--- src/rtl/sel_arbiter_2_if.sv ---
// Handshake bundle for sel_arbiter_2: two request lanes in, one registered 2-lane bus out.
// Latency: none (pure wiring).
// Backpressure: in_ready per lane; out_ready from the consumer of the registered bus.
interface sel_arbiter_2_if #(
    parameter int WIDTH = 2
);
    logic [1:0]            in_valid;
    logic [1:0]            in_ready;
    logic [1:0][WIDTH-1:0] in_data;
    logic [1:0][WIDTH-1:0] out_data;
    logic                  out_sel;
    logic                  out_valid;
    logic                  out_ready;

    // Arbiter side
    modport slave (
        input  in_valid, in_data, out_ready,
        output in_ready, out_data, out_sel, out_valid
    );

    // Producer/consumer side
    modport master (
        output in_valid, in_data, out_ready,
        input  in_ready, out_data, out_sel, out_valid
    );
endinterface

--- src/rtl/sel_arbiter_2.sv ---
// Two-lane round-robin arbiter with burst hold feeding a registered mux/demux operand stage.
// Latency: 1 cycle from accept to out_*; 1 beat/cycle while out_ready is high.
// Backpressure: out_ready low with a held beat stalls everything and drops in_ready. Optional stats: SEL_ARBITER_2_STATS_EN.
module sel_arbiter_2 #(
    parameter int WIDTH     = 2,
    parameter int MAX_BURST = 4
) (
    input  logic        clk,
    input  logic        rst_n,
`ifdef SEL_ARBITER_2_STATS_EN
    input  logic        stat_clr,
    output logic [15:0] stat_cnt0,
    output logic [15:0] stat_cnt1,
`endif
    sel_arbiter_2_if.slave bus
);
    localparam int CW = $clog2(MAX_BURST + 1);
    localparam logic [CW-1:0] BURST_MAX = CW'(MAX_BURST);

    typedef enum logic [1:0] {
        IDLE = 2'd0,
        OWN0 = 2'd1,
        OWN1 = 2'd2
    } state_t;

    state_t                r_state;
    state_t                w_state_nxt;
    logic                  r_last;
    logic [CW-1:0]         r_burst_cnt;
    logic [CW-1:0]         w_burst_nxt;
    logic                  r_out_valid;
    logic                  r_out_sel;
    logic [1:0][WIDTH-1:0] r_out_data;

    logic w_space;
    logic w_gnt_vld;
    logic w_gnt;
    logic w_own;
    logic w_acc;
    logic w_same_owner;

    assign w_space = !r_out_valid || bus.out_ready;
    assign w_acc   = w_space && w_gnt_vld;

    // Grant selection: alternate from idle, otherwise hold the owner until its burst cap is hit while the other lane waits
    always_comb begin
        w_gnt_vld = 1'b0;
        w_gnt     = 1'b0;
        w_own     = (r_state == OWN1);
        if (r_state == IDLE) begin
            if (&bus.in_valid) begin
                w_gnt_vld = 1'b1;
                w_gnt     = ~r_last;
            end else if (bus.in_valid[0]) begin
                w_gnt_vld = 1'b1;
                w_gnt     = 1'b0;
            end else if (bus.in_valid[1]) begin
                w_gnt_vld = 1'b1;
                w_gnt     = 1'b1;
            end
        end else begin
            if (bus.in_valid[w_own] && ((r_burst_cnt < BURST_MAX) || !bus.in_valid[~w_own])) begin
                w_gnt_vld = 1'b1;
                w_gnt     = w_own;
            end else if (bus.in_valid[~w_own]) begin
                w_gnt_vld = 1'b1;
                w_gnt     = ~w_own;
            end
        end
    end

    // Ready is one-hot on the granted lane and forced low while reset is asserted
    assign bus.in_ready[0] = rst_n && w_acc && !w_gnt;
    assign bus.in_ready[1] = rst_n && w_acc &&  w_gnt;

    assign w_same_owner = ((r_state == OWN0) && !w_gnt) || ((r_state == OWN1) && w_gnt);

    // Next state and burst count: accept moves ownership, an empty slot returns to IDLE, a stall holds
    always_comb begin
        w_state_nxt = r_state;
        w_burst_nxt = r_burst_cnt;
        if (w_acc) begin
            w_state_nxt = w_gnt ? OWN1 : OWN0;
            if (w_same_owner) begin
                w_burst_nxt = (r_burst_cnt == BURST_MAX) ? r_burst_cnt : r_burst_cnt + 1'b1;
            end else begin
                w_burst_nxt = CW'(1);
            end
        end else if (w_space) begin
            w_state_nxt = IDLE;
            w_burst_nxt = '0;
        end
    end

    // Arbitration state register; last=1 so the first contended grant after reset goes to lane 0
    always_ff @(posedge clk or negedge rst_n) begin
        if (!rst_n) begin
            r_state     <= IDLE;
            r_burst_cnt <= '0;
            r_last      <= 1'b1;
        end else begin
            r_state     <= w_state_nxt;
            r_burst_cnt <= w_burst_nxt;
            if (w_acc) begin
                r_last <= w_gnt;
            end
        end
    end

    // Output stage: only the granted lane is overwritten so the mux always sees stable operands
    always_ff @(posedge clk or negedge rst_n) begin
        if (!rst_n) begin
            r_out_valid <= 1'b0;
            r_out_sel   <= 1'b0;
            r_out_data  <= '0;
        end else if (w_acc) begin
            r_out_data[w_gnt] <= bus.in_data[w_gnt];
            r_out_sel         <= w_gnt;
            r_out_valid       <= 1'b1;
        end else if (w_space) begin
            r_out_valid <= 1'b0;
        end
    end

    assign bus.out_valid = r_out_valid;
    assign bus.out_sel   = r_out_sel;
    assign bus.out_data  = r_out_data;

`ifdef SEL_ARBITER_2_STATS_EN
    logic [15:0] r_stat_cnt0;
    logic [15:0] r_stat_cnt1;

    // Per-lane accepted-beat counters, saturating; clear wins over a same-cycle increment
    always_ff @(posedge clk or negedge rst_n) begin
        if (!rst_n) begin
            r_stat_cnt0 <= '0;
            r_stat_cnt1 <= '0;
        end else if (stat_clr) begin
            r_stat_cnt0 <= '0;
            r_stat_cnt1 <= '0;
        end else if (w_acc) begin
            if (!w_gnt && (r_stat_cnt0 != 16'hFFFF)) begin
                r_stat_cnt0 <= r_stat_cnt0 + 16'd1;
            end
            if (w_gnt && (r_stat_cnt1 != 16'hFFFF)) begin
                r_stat_cnt1 <= r_stat_cnt1 + 16'd1;
            end
        end
    end

    assign stat_cnt0 = r_stat_cnt0;
    assign stat_cnt1 = r_stat_cnt1;
`endif
endmodule

--- src/flat_wrapper.sv ---
// flat-port wrapper written by rule: the top's interface ports become plain ports
module sel_arbiter_2_flat 
#(
    parameter int WIDTH     = 2,
    parameter int MAX_BURST = 4
)
  (clk, rst_n, bus_in_valid, bus_in_data, bus_out_ready, bus_in_ready, bus_out_data, bus_out_sel, bus_out_valid);
  sel_arbiter_2_if #(.WIDTH(WIDTH)) bus_i ();
  input  logic clk;
  input  logic rst_n;
  input wire logic [$bits(bus_i.in_valid)-1:0] bus_in_valid;
  input wire logic [$bits(bus_i.in_data)-1:0] bus_in_data;
  input wire logic [$bits(bus_i.out_ready)-1:0] bus_out_ready;
  output wire logic [$bits(bus_i.in_ready)-1:0] bus_in_ready;
  output wire logic [$bits(bus_i.out_data)-1:0] bus_out_data;
  output wire logic [$bits(bus_i.out_sel)-1:0] bus_out_sel;
  output wire logic [$bits(bus_i.out_valid)-1:0] bus_out_valid;
  assign bus_i.in_valid = bus_in_valid;
  assign bus_i.in_data = bus_in_data;
  assign bus_i.out_ready = bus_out_ready;
  assign bus_in_ready = bus_i.in_ready;
  assign bus_out_data = bus_i.out_data;
  assign bus_out_sel = bus_i.out_sel;
  assign bus_out_valid = bus_i.out_valid;
  sel_arbiter_2 #(.WIDTH(WIDTH), .MAX_BURST(MAX_BURST)) u_core (.clk(clk), .rst_n(rst_n), .bus(bus_i));
endmodule
--- config.mk ---
export PLATFORM = sky130hd
export DESIGN_NAME = sel_arbiter_2_flat
export DESIGN_NICKNAME = d
export VERILOG_FILES = /design/src/rtl/sel_arbiter_2_if.sv /design/src/rtl/sel_arbiter_2.sv /design/src/flat_wrapper.sv
export SDC_FILE = /design/constraint.sdc
export NUM_CORES = 1
export LEC_CHECK = 0
export BUFFER_PORTS_ARGS = -buffer_cell sky130_fd_sc_hd__buf_2
export CAP_MARGIN = 10
export CORE_UTILIZATION = 45
export CTS_CLUSTER_SIZE = 28
export DETAILED_ROUTE_END_ITERATION = 8
export PLACE_DENSITY = 0.7
export SLEW_MARGIN = 25
export SYNTH_ARGS = -nofsm -noshare
export SYNTH_HDL_FRONTEND = slang
export SYNTH_SLANG_ARGS = --single-unit
--- constraint.sdc ---
create_clock -name clk -period 2.4 [get_ports clk]
set_clock_uncertainty 0.15 [all_clocks]
set_input_delay 0.48 -clock clk [delete_from_list [all_inputs] [get_ports clk]]
set_output_delay 0.48 -clock clk [all_outputs]
set_load 0.02 [all_outputs]
Word level (Yosys, flattened, before mapping)
Index checks and enable logic that the tools add are counted.
{ "op_classes": {"n_addsub": 1, "magnitude_cmp": 5, "eq_ne": 4, "muxes": 29, "bitwise_logic": 2, "reduce_logical": 18} }
{ "ops": {"columns": ["op", "count"], "rows": [
  ["2-to-1 mux 1 bit", 17],
  ["2-to-1 mux 2 bit", 6],
  ["2-to-1 mux 3 bit", 4],
  ["logical AND 1 bit", 8],
  ["less-than comparator 1 x 2 -> 1 bit (second input constant)", 3],
  ["bitwise mux 4 bit", 1],
  ["AND reduction 2 bit", 2],
  ["adder 3 x 1 -> 3 bit (second input constant)", 1],
  ["equality test 3 bit (second input constant)", 1],
  ["zero test 1 bit", 3],
  ["logical OR 1 bit", 3],
  ["less-than comparator 3 bit (second input constant)", 1],
  ["inequality test 3 bit (second input constant)", 1],
  ["demux 2 bit (select 1 bit)", 1],
  ["equality test 2 x 1 -> 1 bit (second input constant)", 1],
  ["equality test 2 bit (second input constant)", 1],
  ["zero test 2 bit", 1],
  ["NOT 1 bit", 2],
  ["nonzero test 2 bit", 1],
  [">= comparator 1 bit (second input constant)", 1]
]} }
{ "totals": {"regBits": 12, "input_bits": 9, "out_inout_bits": 8, "wordCells": 66} }

Longest topological paths before layout
{ "depth": {"depth_word": 14, "depth_mapped": 6, "depth_no_buf": 6} }

Least setup slack after synthesis
OpenSTA, ideal clock, no wires.
{ "synth_timing": {"path_kind": "register to output", "startpoint": "register u_core.r_burst_cnt[2]", "endpoint": "output bus_in_ready[1]", "arrival_time_ns": 1.309, "t_required_ns": 1.770, "path_slack_ns": 0.461, "path_stages_with_launch": 5, "path_buffers": 1, "path_cell_list": "dfrtp_1 -> buf_6 -> mux2i_1 -> o221ai_2 -> nor3_1"} }
{ "synth_between": {"elab_chain_len": 8, "elab_cells_between_ends": 10, "classes_between": "order compare (1); mux (4); reduce/logical (5)"} }
{ "synth_lines": {"columns": ["item", "line_no", "source"], "rows": [
  ["start, declared", "sel_arbiter_2.sv:29", "logic [CW-1:0] r_burst_cnt;"],
  ["start signal, assigned", "sel_arbiter_2.sv:103", "r_burst_cnt <= w_burst_nxt;"],
  ["less-than comparator 3 bit *", "sel_arbiter_2.sv:62", "if (bus.in_valid[w_own] && ((r_burst_cnt < BURST_MAX) || !bus.in_valid[~w_own])) begin"],
  ["logical OR 1 bit *", "sel_arbiter_2.sv:62", null],
  ["logical AND 1 bit *", "sel_arbiter_2.sv:62", null],
  ["2-to-1 mux 1 bit", "sel_arbiter_2.sv:62", null],
  ["2-to-1 mux 1 bit", "sel_arbiter_2.sv:50", "if (r_state == IDLE) begin"],
  ["logical AND 1 bit", "sel_arbiter_2.sv:43", "assign w_acc = w_space && w_gnt_vld;"],
  ["logical AND 1 bit", "sel_arbiter_2.sv:74", "assign bus.in_ready[1] = rst_n && w_acc && w_gnt;"],
  ["logical AND 1 bit *", "sel_arbiter_2.sv:74", null],
  ["end, declared", "flat_wrapper.sv:14", "output wire logic [$bits(bus_i.in_ready)-1:0] bus_in_ready;"]
]} }
Mark *: on every way between the ends. The rest lies on a longest branch, timed or not.

Worst setup path in the final report
{ "layout_timing": {"startpoint": "register u_core.r_burst_cnt[2]", "endpoint": "output bus_in_ready[0]"} }
{ "layout_between": {"elab_chain_len": 8, "elab_cells_between_ends": 11, "classes_between": "order compare (1); mux (4); reduce/logical (6)"} }
{ "layout_lines": {"columns": ["item", "line_no", "source"], "rows": [
  ["less-than comparator 3 bit *", "sel_arbiter_2.sv:62", null],
  ["logical OR 1 bit *", "sel_arbiter_2.sv:62", null],
  ["logical AND 1 bit *", "sel_arbiter_2.sv:62", null],
  ["2-to-1 mux 1 bit", "sel_arbiter_2.sv:62", null],
  ["2-to-1 mux 1 bit", "sel_arbiter_2.sv:50", null],
  ["logical AND 1 bit", "sel_arbiter_2.sv:43", null],
  ["logical AND 1 bit", "sel_arbiter_2.sv:73", "assign bus.in_ready[0] = rst_n && w_acc && !w_gnt;"],
  ["logical AND 1 bit *", "sel_arbiter_2.sv:73", null]
]} }
Marks and branches as above.

==> impl_summary.log <==
INFO  metric clock_sink_count = 12
INFO  metric grt_remaining_overflow = 0
INFO  metric cp_cell_sequence = mux2i_1 -> o221ai_2 -> nand2_2 -> nor2_1 -> buf_2
INFO  metric max_stage_delay = 0.51 ns
INFO  metric post-cts-setup-buffers = 0
INFO  metric final.setup.worst_slack = approximately 0.13 ns
INFO  metric die-height = 40.1 um
INFO  metric drt-pass1-iter-count = 3
INFO  metric detailed_place_hpwl = 893 um
INFO  metric outcome = finished, final reports clean
INFO  metric fraction_of_met2_tracks_used_by_global_routing = roughly a fifth
INFO  metric route.detailed.vias_per_inst = approximately 5.3
INFO  metric die-area = 1600 um^2
INFO  metric worst_setup_path_end_kind = output port
INFO  metric post_detailed_route_count_of_antenna_violating_nets = 0
INFO  metric placement_rows = 13
INFO  metric clock-root-buffer = sky130_fd_sc_hd__clkbuf_4
INFO  metric busiest_metal_layer_after_global_routing = met1
INFO  metric portBuffers = 16
INFO  metric holdCritPathClass = input port to flop
INFO  metric syn_area_per_cell = 10.3 um^2
INFO  metric crit_path_start_kind = flop
INFO  metric dieWidth = roughly 40 um
INFO  metric design.portCount = 17
INFO  metric p_int = 403 uW
INFO  metric p_total = a little under 600 uW
INFO  metric pwr-share-clk = about 28%
INFO  metric max-cap-violations = 0
INFO  metric post-route-util = about three fifths
INFO  metric cts.reportedPaths.clkPinSlew = 0.08 ns
INFO  metric final_net_count = 96
INFO  metric powerDensity = 731 nW/um^2
INFO  metric clockBufferDepth = 2
INFO  metric via_count = approximately 530
INFO  metric area_growth = 22.1%
INFO  metric drt-initial-drc-count = 11
INFO  metric netlist-cell-type-count = 29
INFO  metric worst_pin_slew = 0.375 ns
INFO  metric yosysWarningCount = 0
INFO  metric post-synth-top-area-cell = sky130_fd_sc_hd__dfrtp_1
INFO  metric timing.critical_path.fanout_max = 9
INFO  metric timing_hold_violations_final = 0
INFO  metric timing.setup.critical_path_class = flop to output port
INFO  metric total_switching_power = about 180 uW
INFO  metric postSynthNetCount = 74
INFO  metric cts.htree.levels = 1
INFO  metric global_route.usage.met3 = approximately 3.3%
INFO  metric detail_route.wl_per_cell = 12.1 um
INFO  metric met1_track_demand_over_resource_in_global_routing = 26.4%
INFO  metric worst-path-buf-inv = 1
INFO  metric tritoncts = yes
INFO  metric synth.ff_latch_count = 12
INFO  metric fmax = roughly 440 MHz
INFO  metric netSwitchingFraction = 30.7%
INFO  metric comb_power_share = 27.4%
INFO  metric post_route_setup_tns = 0 ns
INFO  metric total_leakage_power = 0.000381 uW
INFO  metric initial_utilization = between 40% and 50%
INFO  metric grt_first_pass_wirelength = 1760 um
INFO  metric grtUsageTotal = between 15 and 20%
INFO  metric synth_largest_type_area_fraction = a little over two fifths
INFO  metric place_worst_setup_slack = 0.363 ns
INFO  metric diodes = 0
INFO  metric antenna_found_initial = 0
INFO  metric mappedNetlistArea = around 650 um^2
INFO  metric synth.area.top_cells = sky130_fd_sc_hd__dfrtp_1, sky130_fd_sc_hd__nand2_1, sky130_fd_sc_hd__mux2_4
INFO  metric hold_slack = ~0.28 ns
INFO  metric pin_count_of_the_biggest_net_entering_global_routing = 13
INFO  metric crit_slowest_cell = sky130_fd_sc_hd__dfrtp_1
INFO  metric cp_data_required_time = approximately 1.8 ns
INFO  metric drt_drc_violations_left = 0
INFO  metric cts_made_buffers = 3
INFO  metric timing.critical_path.arrival = 1.64 ns
INFO  metric clk-insertion-delay-late = about 0.27 ns
INFO  metric final_worst_path_period_share = 94.7%
INFO  metric maxSlewViolCount = 0
INFO  metric seq_area_frac_synth = between 40% and 50%
INFO  metric maxSlewHeadroom = between 70% and 80%
INFO  metric part_of_the_power_in_registers = between 40% and 50%
INFO  metric routabilityCongestion = around 0.74
INFO  metric unrepaired_setup_endpoints_after_global_routing = false
INFO  metric number_of_instances_in_the_synthesized_netlist = between 60 and 70
INFO  metric layout_min_cycle_time = ~2.3 ns
INFO  metric routed_wirelength = approximately 1200 um
INFO  metric grt_pass1_vias = 385
INFO  metric coreArea = around 1300 um^2
INFO  metric drive_gt1_share = 41.7%
INFO  metric setup_viol = 0
INFO  metric worst_ir_drop_vdd = ~420 uV
INFO  metric critical-path-top-delay-family = flip-flops
## layout make-up
cell class	count	area, um^2
multi-input cells	46	323
fillers	115	522
repair buffers	19	105
flip-flops and latches	12	302
clock buffers	4	36.3
well taps	15	18.8
inverters	3	11.3
## power by group through the flow
stage	Sequential (uW)	Clock (uW)	Combinational [uW]
5_1_grt	267	171	175
3_3_place_gp	264	0	158
3_5_place_dp	266	0	159
6_report	261	161	160
4_1_cts	262	164	161
2_1_floorplan	286	0	87.7
## cells in the mapped netlist (all sizes together)
| library cell | n |
|---|---|
| nand2 | 11 |
| buf | 2 |
| nand2b | 3 |
| nor4b | 1 |
| o221ai | 2 |
| mux2 | 4 |
| o31ai | 1 |
| a2bb2oi | 1 |
| o2111ai | 1 |
| ha | 2 |
| o211ai | 2 |
| a211oi | 1 |
| inv | 3 |
| dfrtp | 11 |
| mux2i | 1 |
| o21ai | 1 |
| nor2 | 6 |
| dfstp | 1 |
| a21o | 3 |
| or2b | 1 |
| a21oi | 2 |
| nor3 | 1 |
| nor2b | 1 |
| or2 | 1 |
## placed cells by master, fill, tap and decap left out, drive strengths merged, types with 2 or more instances in the layout
| cell | synthesis | layout |
|---|---|---|
| nor2 | 6 | 6 |
| a21o | 3 | 3 |
| clkbuf | 0 | 4 |
| dfrtp | 11 | 11 |
| o221ai | 2 | 2 |
| ha | 2 | 2 |
| nand2b | 3 | 3 |
| inv | 3 | 3 |
| mux2 | 4 | 4 |
| nand2 | 11 | 11 |
| buf | 2 | 18 |
| a21oi | 2 | 2 |
| o211ai | 2 | 2 |
## layer usage
| layer | wire length, um | up-vias |
|---|---|---|
| met1 | 641 | 251 |
| met4 | 12 | 0 |
| met3 | 40 | 2 |
| met2 | 504 | 9 |
| li1 | - | 263 |
| met5 | 0 | - |
## final timing paths
path	startpoint	to	slack, ns	cells past startpoint
worst max-delay path	u_core.r_burst_cnt[2]	bus_in_ready[0]	0.13	5
worst min register to register	u_core.bus.out_sel	u_core.bus.out_sel	0.33	1
max in group asynchronous	rst_n	u_core.r_last	1.36	3
worst min-delay path	bus_in_data[0]	u_core.bus.out_data[0]	0.28	2
worst max register to register	u_core.r_burst_cnt[2]	u_core.bus.out_data[3]	0.65	4
min in group asynchronous	rst_n	u_core.r_burst_cnt[2]	0.52	3
## state kept, by name, indices dropped and copies added (netlist names)
register and count:
u_core.bus.out_data 4, u_core.r_burst_cnt 3, u_core.r_state 2, u_core.bus.out_sel 1
u_core.bus.out_valid 1, u_core.r_last 1
## logic make-up after synthesis
kind of cell	share of synthesized area [%]
AND/OR/NAND/NOR	18.8
buffers and inverters	4.22
adder cells (fa/ha/maj)	3.84
AO/OA/AOI/OAI	17.3
multiplexers	9.60
flip-flops	46.3
## through the flow
step           cell area (um^2)  instances
6_report                    796         99
5_1_grt                     796         99
4_1_cts                     796         99
3_5_place_dp                749         94
3_3_place_gp                749         94
2_1_floorplan               652         63
## timing repair
item | 4_1_cts | 5_1_grt
endpoints found under the hold margin | 11 | 0
resized for setup | 0 | 0
hold buffers | 1 | 0
(Power assumes the default switching activity.)
